`config.mk`:
```
export PLATFORM = sky130hd
export DESIGN_NAME = seg_scan_ctrl
export DESIGN_NICKNAME = d
export VERILOG_FILES = /design/src/rtl/seg_scan_pkg.sv /design/src/rtl/seg_slot_timer.sv /design/src/rtl/seg_scan_ctrl.sv
export SDC_FILE = /design/constraint.sdc
export NUM_CORES = 1
export LEC_CHECK = 0
export CAP_MARGIN = 20
export CORE_UTILIZATION = 50
export DETAILED_ROUTE_END_ITERATION = 8
export PLACE_DENSITY_LB_ADDON = 0.2
export RECOVER_POWER = 50
export SLEW_MARGIN = 25
export SYNTH_ARGS = -nofsm -noshare
export SYNTH_HDL_FRONTEND = slang
export SYNTH_HIERARCHICAL = 1
export SYNTH_SLANG_ARGS = --single-unit
```
`constraint.sdc`:
```
create_clock -name clk -period 2.85 [get_ports clk]
set_input_delay 0.285 -clock clk [delete_from_list [all_inputs] [get_ports clk]]
set_output_delay 0.285 -clock clk [all_outputs]
set_load 0.1 [all_outputs]
```
`src/rtl/seg_scan_pkg.sv`:
```
// seg_scan_pkg: shared types, widths and helpers for the seven-segment scan controller.
// Imported by seg_slot_timer and seg_scan_ctrl.
package seg_scan_pkg;

  typedef enum logic {
    BLANK,
    SHOW
  } scan_state_t;

  localparam int IDX_W = 3;
  localparam int NIB_W = 4;

  // Next digit index in scan order, wrapping after the last digit.
  function automatic logic [IDX_W-1:0] next_digit(
    input logic [IDX_W-1:0] cur,
    input int               digits
  );
    if (int'(cur) >= digits - 1) return '0;
    return cur + 1'b1;
  endfunction

endpackage

```
`src/rtl/seg_slot_timer.sv`:
```
// seg_slot_timer: free-running digit-slot counter for the scan controller.
// Strobes are combinational decodes of the registered count.
module seg_slot_timer
  import seg_scan_pkg::*;
#(
  parameter int TICK_DIV  = 100000,
  parameter int BLANK_CYC = 1000
) (
  input  logic clk,
  input  logic rst,
  output logic slot_start,
  output logic slot_last,
  output logic blank_done
);

  localparam int CW = (TICK_DIV > 2) ? $clog2(TICK_DIV) : 1;
  localparam logic [CW-1:0] TOP = CW'(TICK_DIV - 1);

  logic [CW-1:0] cnt;

  // Count 0..TICK_DIV-1 and wrap.
  always_ff @(posedge clk) begin
    if (rst) cnt <= '0;
    else if (cnt == TOP) cnt <= '0;
    else cnt <= cnt + 1'b1;
  end

  // Final cycle of a slot: the next slot starts on the coming edge.
  assign slot_start = (cnt == TOP);
  // Second-to-last cycle: lets registered outputs land on the final cycle.
  assign slot_last  = (cnt == CW'(TICK_DIV - 2));
  // Final cycle of the anti-ghosting guard window.
  assign blank_done = (cnt == CW'(BLANK_CYC - 1));

endmodule

```
`src/rtl/seg_scan_ctrl.sv`:
```
// seg_scan_ctrl: double-buffered multi-digit seven-segment scan controller.
// Define SEG_SCAN_BLANK_EN to add a blanking guard at the start of each slot.
module seg_scan_ctrl
  import seg_scan_pkg::*;
#(
  parameter int DIGITS    = 8,
  parameter int TICK_DIV  = 100000,
  parameter int BLANK_CYC = 1000
) (
  input  logic              clk,
  input  logic              rst,
  input  logic              wr_valid,
  output logic              wr_ready,
  input  logic [IDX_W-1:0]  wr_idx,
  input  logic [NIB_W-1:0]  wr_data,
  input  logic [DIGITS-1:0] en_mask,
  output logic [NIB_W-1:0]  d,
  output logic [IDX_W-1:0]  an,
  output logic              an_valid,
  output logic              frame_tick
);

  localparam int SW = (DIGITS > 2) ? $clog2(DIGITS) : 1;
  localparam logic [IDX_W-1:0] LAST = IDX_W'(DIGITS - 1);

`ifdef SEG_SCAN_BLANK_EN
  localparam bit          BLANK_ON = 1'b1;
  localparam scan_state_t RST_ST   = BLANK;
`else
  localparam bit          BLANK_ON = 1'b0;
  localparam scan_state_t RST_ST   = SHOW;
`endif

  logic slot_start;
  logic slot_last;
  logic blank_done;
  logic commit;
  logic frame_end_nxt;
  logic wr_fire;

  logic [DIGITS-1:0][NIB_W-1:0] shadow;
  logic [DIGITS-1:0][NIB_W-1:0] disp;
  logic [DIGITS-1:0][NIB_W-1:0] disp_nxt;

  logic [IDX_W-1:0] an_nxt;
  scan_state_t      state;
  scan_state_t      state_nxt;

  seg_slot_timer #(
    .TICK_DIV  (TICK_DIV),
    .BLANK_CYC (BLANK_CYC)
  ) u_timer (
    .clk        (clk),
    .rst        (rst),
    .slot_start (slot_start),
    .slot_last  (slot_last),
    .blank_done (blank_done)
  );

  assign commit        = slot_start && (an == LAST);
  assign frame_end_nxt = slot_last && (an == LAST);
  assign an_nxt        = slot_start ? next_digit(an, DIGITS) : an;
  assign disp_nxt      = commit ? shadow : disp;
  assign wr_fire       = wr_valid && wr_ready
                      && (int'(wr_idx) < DIGITS);

  // Slot state: guard window first (when built in), then lit.
  always_comb begin
    state_nxt = state;
    if (slot_start && BLANK_ON) state_nxt = BLANK;
    else if (blank_done) state_nxt = SHOW;
  end

  // Shadow takes producer writes; display bank loads whole at frame end.
  always_ff @(posedge clk) begin
    if (rst) begin
      shadow <= '0;
      disp   <= '0;
    end else begin
      if (wr_fire) shadow[wr_idx[SW-1:0]] <= wr_data;
      disp <= disp_nxt;
    end
  end

  // Scan FSM with registered digit select, value and handshake outputs.
  always_ff @(posedge clk) begin
    if (rst) begin
      state      <= RST_ST;
      an         <= '0;
      d          <= '0;
      an_valid   <= 1'b0;
      frame_tick <= 1'b0;
      wr_ready   <= 1'b0;
    end else begin
      state      <= state_nxt;
      an         <= an_nxt;
      d          <= disp_nxt[an_nxt[SW-1:0]];
      an_valid   <= (state_nxt == SHOW)
                 && en_mask[an_nxt[SW-1:0]];
      frame_tick <= frame_end_nxt;
      wr_ready   <= !frame_end_nxt;
    end
  end

endmodule

```
==> impl_metrics.yaml, run 1 <==
finish:
  nFillCells: 790
  design_area_um2: 4860
  num_antenna_cells: 0
  drive_gt1_frac: 0.103
  nets: 533
  syn2layout_area_growth_pct: 9.78
worst_setup_path:
  worst_path_most_repeated_cell: "a211oi_1"
  r2r-start: "u_timer/cnt[0]"
  cp_max_fo: 33
  path_cells: "ha_1, nand3_4, nor2_2, buf_4, nor2b_1, a21oi_1, a211oi_1, a211oi_1"
  slowest_stage: "dfxtp_1"
  arrival_ns: 2.80
  slowest_delay_ns: 0.41
  startpoint_type: "register"
  required_ns: 3.03
  end_kind: "register"
  crit_start: "u_timer/cnt[0]"
  criticalPathCategory: "reg2reg"
power_and_ir_drop:
  power_density_nw_per_um2: 489
  ir_worst_vdd_mv: 0.297
  p_leak_nw: 1.65
logic_synthesis:
  synth_top_cell_by_area: "dfxtp_1"
  syn_area_um2: 4430
  synth_flop_cell: "dfxtp_1"
  yosysMostFrequentCell: "dfxtp_1"
  ys_seq_elements: 92
  netlist_top_cells_count: "dfxtp_1, nand2_1, nor2_1"
  synthTopCellsByArea: "dfxtp_1, mux2i_1, nand2_1"
  synthesis.nets: 521
  synth_cells: 499
  yosysTopAreaCellShare: 0.416
  yosysUniqueCellTypes: 55
  ys_warn_count: 6
  async_reset_ff_frac: 0
  synth-edff-count: 0
  ys_seq_area_frac: 0.416
  post_synth.cell_area_avg_um2: 8.87
clocking:
  hold_buffers: 0
  cts_root_buffer: "clkbuf_8"
  cts_sinks: 92
  cts_htree_levels: 3
  clk_pin_slew_ns: 0.08
  cts_resized: 0
  numCtsBuffers: 9
  postCtsSetupBuffers: 0
  cts_tree: "built"
  cts_buffer_depth: 2
  clk_latency_ns: 0.36
floorplanning:
  core_um2: 8380
  pin_count: 28
  fp.dieH_um: 96.1
  die_area_um2: 9230
  start_util: 0.528
  rows: 33
  die_w_um: 96.1
global_route:
  grt_pass1_vias: 3254
  grt_overflow: 0
  antenna_found_initial: 0
  grt_pass1_wl_um: 16000
  grt_max_degree: 62
  track_usage: 0.228
route:
  drcViolationCount: 0
  dr.pass1.iters: 4
  via_count: 3456
  drt_iter0_drc: 122
  avgRoutedWirePerCell_um: 15.9
  routed_wl_um: 9860
  via_per_inst: 5.57
  detail-route-antenna-nets: 0
sta:
  worst_pin_slew_ns: 1.21
  final_max_slew_viol_count: 0
  rsz0062_at_grt: "no"
  fin_skew_ns: 0.0133
  timing.final.ws_setup_ns: 0.227
  clock.fmax_mhz: 381
  finalHoldViolCount: 0
  fin_crit_ns: 2.62
  relSlewSlack: 0.192
  period_share: 0.920
  setup_viol: 0
  fin_setup_tns_ns: 0
min_path:
  hold_path_class: "in2reg"
  min_from: "rst"
placed_design:
  dp_slack_ns: 0.295
  place_area_um2: 4680
  place_congestion: 0.823
  numPortBuffers: 27
  dpl.hpwl_um: 6610
outcome:
  outcome: "complete, no violations"
job:
  cap_violations: 0
==> power by group <==
part / internal (mW) / switching [mW]
clock network: 0.522 / 0.452
registers: 1.30 / 0.00993
logic: 0.0377 / 0.0617
total: 1.85 / 0.524
==> cells by family after synthesis <==
kind of cell,after synthesis,synth area share
and+or+nand+nor,200,0.228
DFF,92,0.416
AOI/OAI and AO/OA,90,0.132
muxes,58,0.136
buffers and inverters,40,0.0466
xor gates and xnor gates,15,0.0297
adders and majority gates,4,0.0113
==> routing by layer <==
| metal | part of all wire | vias up | routed length, µm | track usage |
|---|---|---|---|---|
| li1 | - | 1752 | - | - |
| met1 | 0.48 | 1636 | 4720 | 0.293 |
| met2 | 0.48 | 59 | 4730 | 0.392 |
| met3 | 0.030 | 9 | 298 | 0.0363 |
| met4 | 0.010 | 0 | 101 | 0.0672 |
| met5 | 0 | - | 0 | 0 |
==> layout by cell type, fill, tap and decap left out, types with 3 or more instances in the layout <==
cell             count
dfxtp_1             91
nand2_1             74
nor2_1              64
mux2i_1             51
a21oi_1             39
a211oi_1            22
clkdlybuf4s50_1     15
nor2b_1             14
xnor2_1             14
o21ai_0             10
clkbuf_8            10
clkbuf_1            10
buf_4                9
o22ai_1              6
nand3_1              6
nor4_2               6
nor3_1               5
inv_1                4
mux2_2               4
nor2_2               4
ha_1                 4
nand4_1              4
and2b_1              3
or3_1                3
==> critical path: cells and delay by family (launching register included) <==
| family | cells | cell delay, ns |
|---|---|---|
| AND/OR/NAND/NOR | 3 | 0.90 |
| AO/OA/AOI/OAI | 3 | 0.46 |
| flip-flops | 1 | 0.41 |
| buffers and inverters | 1 | 0.38 |
| adder cells (fa/ha/maj) | 1 | 0.30 |
==> metrics by stage <==
stage	hold WS, ns	utilization	power (mW)	cells
3_5_place_dp	0.431	0.558	1.44	605
4_1_cts	0.310	0.585	2.41	621
6_report	0.319	0.580	2.38	621
3_3_place_gp	0.429	0.558	1.44	605
2_1_floorplan	0.357	-	1.40	499
5_1_grt	0.321	0.580	2.47	621
==> sequential cells by signal, summed over array words and instances, names as in the netlist <==
signal	count
disp	32
an	3
u_timer/cnt	17
d	4
shadow	32
frame_tick	1
an_valid	1
wr_ready	1
state	1
==> final timing paths <==
kind,endpoint,slack [ns],cells past startpoint
worst min-delay path,shadow[6],0.32,2
worst max-delay path,d[3],0.23,8
worst min register to register,disp[22],0.46,2
worst max register to register,d[3],0.23,8
==> area by class of cell <==
cell class              instances  area, µm²  share of cell area
multi-input cells             367       2370               0.488
inverters                       5       18.8             0.00386
repair buffers                 36        272              0.0559
flip-flops and latches         92       1840               0.379
clock inverters                 5       83.8              0.0173
clock buffers                  11        141              0.0291
well taps                     105        131              0.0270
(Power assumes the default switching activity.)
==> run 2, diff against run 1 <==
- ABC_AREA: unset -> 1
- MAX_ROUTING_LAYER: unset -> met4
- PLACE_DENSITY: unset -> 0.7
- PLACE_DENSITY_LB_ADDON: 0.2 -> unset
==> impl_metrics.yaml, run 2 <==
outcome:
  outcome: "complete, no violations"
route:
  drt_iter0_drc: 304
  dr.pass1.iters: 5
  routed_wl_um: 9880
  via_count: 3935
  detail-route-antenna-nets: 0
  via_per_inst: 5.26
  drcViolationCount: 0
  avgRoutedWirePerCell_um: 13.2
sta:
  setup_viol: 0
  final_max_slew_viol_count: 0
  fin_setup_tns_ns: 0
  fin_skew_ns: 0.0129
  timing.final.ws_setup_ns: 0.402
  clock.fmax_mhz: 408
  worst_pin_slew_ns: 1.18
  finalHoldViolCount: 0
  rsz0062_at_grt: "no"
  fin_crit_ns: 2.45
  relSlewSlack: 0.214
  period_share: 0.859
power_and_ir_drop:
  p_clk_frac: 0.388
  p_leak_nw: 1.95
  switching_share: 0.241
  p_sw_mw: 0.557
  ir_worst_vdd_mv: 0.328
  p_int_mw: 1.75
  power_frac_comb: 0.044
  seqPwrFrac: 0.568
  power_density_nw_per_um2: 494
worst_setup_path:
  r2r-start: "u_timer/cnt[0]"
  ff2ff_setup_slack_ns: 0.40
  end_kind: "register"
  rr_endpoint: "d[3]"
  r2r_cells: 12
  criticalPathCategory: "reg2reg"
  cp_max_fo: 22
  required_ns: 3.14
  arrival_ns: 2.74
  startpoint_type: "register"
logic_synthesis:
  ys_warn_count: 6
  async_reset_ff_frac: 0
  ys_seq_elements: 92
  netlist_top_cells_count: "nand2_1, nor2_1, dfxtp_1"
  yosysMostFrequentCell: "nand2_1"
  post_synth.cell_area_avg_um2: 6.86
  synth_cells: 624
  syn_area_um2: 4280
  synthesis.nets: 646
  synth_flop_cell: "dfxtp_1"
  yosysUniqueCellTypes: 27
  synth-edff-count: 0
  ys_seq_area_frac: 0.430
  yosysTopAreaCellShare: 0.430
  synthTopCellsByArea: "dfxtp_1, nand2_1, nor2_1"
  synth_top_cell_by_area: "dfxtp_1"
finish:
  syn2layout_area_growth_pct: 9.00
  num_antenna_cells: 0
  layout_common_cells: "nand2_1, nor2_1, dfxtp_1, nand3_1, inv_1"
  largestRegisters: "disp x32, shadow x32, u_timer/cnt x17"
  mostFrequentLayoutCell: "nand2_1"
  nFillCells: 793
  nets: 660
  design_area_um2: 4670
  drive_gt1_frac: 0.0607
floorplanning:
  die_area_um2: 8940
  start_util: 0.518
  core_um2: 8260
  fp.dieH_um: 94.5
  rows: 33
  die_w_um: 94.5
  pin_count: 28
global_route:
  track_usage: 0.245
  grt_pass1_vias: 3437
  grt_max_degree: 37
  antenna_found_initial: 0
  grt_pass1_wl_um: 16400
  grt_overflow: 0
clocking:
  clk_pin_slew_ns: 0.10
  clk_latency_ns: 0.37
  cts_htree_levels: 3
  cts_root_buffer: "clkbuf_8"
  cts_resized: 0
  hold_buffers: 0
  cts_tree: "built"
  numCtsBuffers: 9
  postCtsSetupBuffers: 0
  cts_buffer_depth: 2
  cts_sinks: 92
job:
  cap_violations: 0
placed_design:
  place_congestion: 0.830
  place_area_um2: 4520
  numPortBuffers: 27
  dp_slack_ns: 0.403
  dpl.hpwl_um: 6900
min_path:
  hold_path_class: "reg2reg"
  min_from: "state"
  hold_depth: 2
  whs_endpoint: "state"
run 2: worst max-delay path by stage:
stage | start | end | slack, ns
2_1_floorplan | an[0] | an_valid | 0.49
3_3_place_gp | u_timer/cnt[0] | d[3] | 0.47
3_5_place_dp | u_timer/cnt[0] | an_valid | 0.40
4_1_cts | u_timer/cnt[0] | d[0] | 0.39
5_1_grt | u_timer/cnt[0] | d[3] | 0.12
6_report | u_timer/cnt[0] | d[3] | 0.40
run 2: critical path, cell delays in order, from the launching register on:
cell,delay (ns)
dfxtp_1,0.38
ha_1,0.22
nand2_1,0.10
nor2_2,0.19
nand3_2,0.11
inv_1,0.32
nand2_8,0.20
buf_4,0.25
o21ai_1,0.21
nand2_1,0.09
nand3_1,0.09
nand3_1,0.07
a21oi_1,0.14
run 2: per-layer routing:
| layer | GRT usage | up-vias | wire length [µm] | part of all wire |
|---|---|---|---|---|
| met5 | - | - | 0 | 0 |
| met4 | 0.0758 | 0 | 116 | 0.012 |
| met3 | 0.0419 | 15 | 551 | 0.056 |
| met2 | 0.342 | 100 | 4100 | 0.42 |
| met1 | 0.358 | 1818 | 5110 | 0.52 |
| li1 | - | 2002 | - | - |
run 2: cell families after synthesis:
logic type      Yosys count  share of synthesized area
xor+xnor                  6                     0.0123
fa+ha+maj                 4                     0.0117
buf+inv                  77                     0.0871
simple gates            370                      0.367
flops                    92                      0.430
compound gates           75                     0.0921
run 2: power by group through the flow:
| stage | Clock (mW) | Sequential, mW | Combinational (mW) |
|---|---|---|---|
| finish | 0.895 | 1.31 | 0.101 |
| floorplan | 0 | 1.35 | 0.0526 |
| global route | 0.963 | 1.31 | 0.111 |
| CTS | 0.911 | 1.31 | 0.103 |
| global placement | 0 | 1.34 | 0.102 |
| detailed placement | 0 | 1.34 | 0.103 |
run 2: final cells by class:
class | count | area, µm² | share of cell area
clock inverter | 6 | 71.3 | 0.0153
clock buffer | 10 | 128 | 0.0273
tap | 105 | 131 | 0.0282
multi-input combinational | 455 | 2060 | 0.441
inverter | 48 | 180 | 0.0386
timing repair buffer | 32 | 255 | 0.0547
sequential | 92 | 1840 | 0.395
run 2: through the flow:
stage          power [mW]   util  hold WS [ns]  std cells
2_1_floorplan        1.40      -         0.393        624
3_3_place_gp         1.44  0.547         0.408        732
3_5_place_dp         1.44  0.547         0.421        732
4_1_cts              2.33  0.571         0.445        748
5_1_grt              2.39  0.565         0.470        748
6_report             2.31  0.565         0.439        748
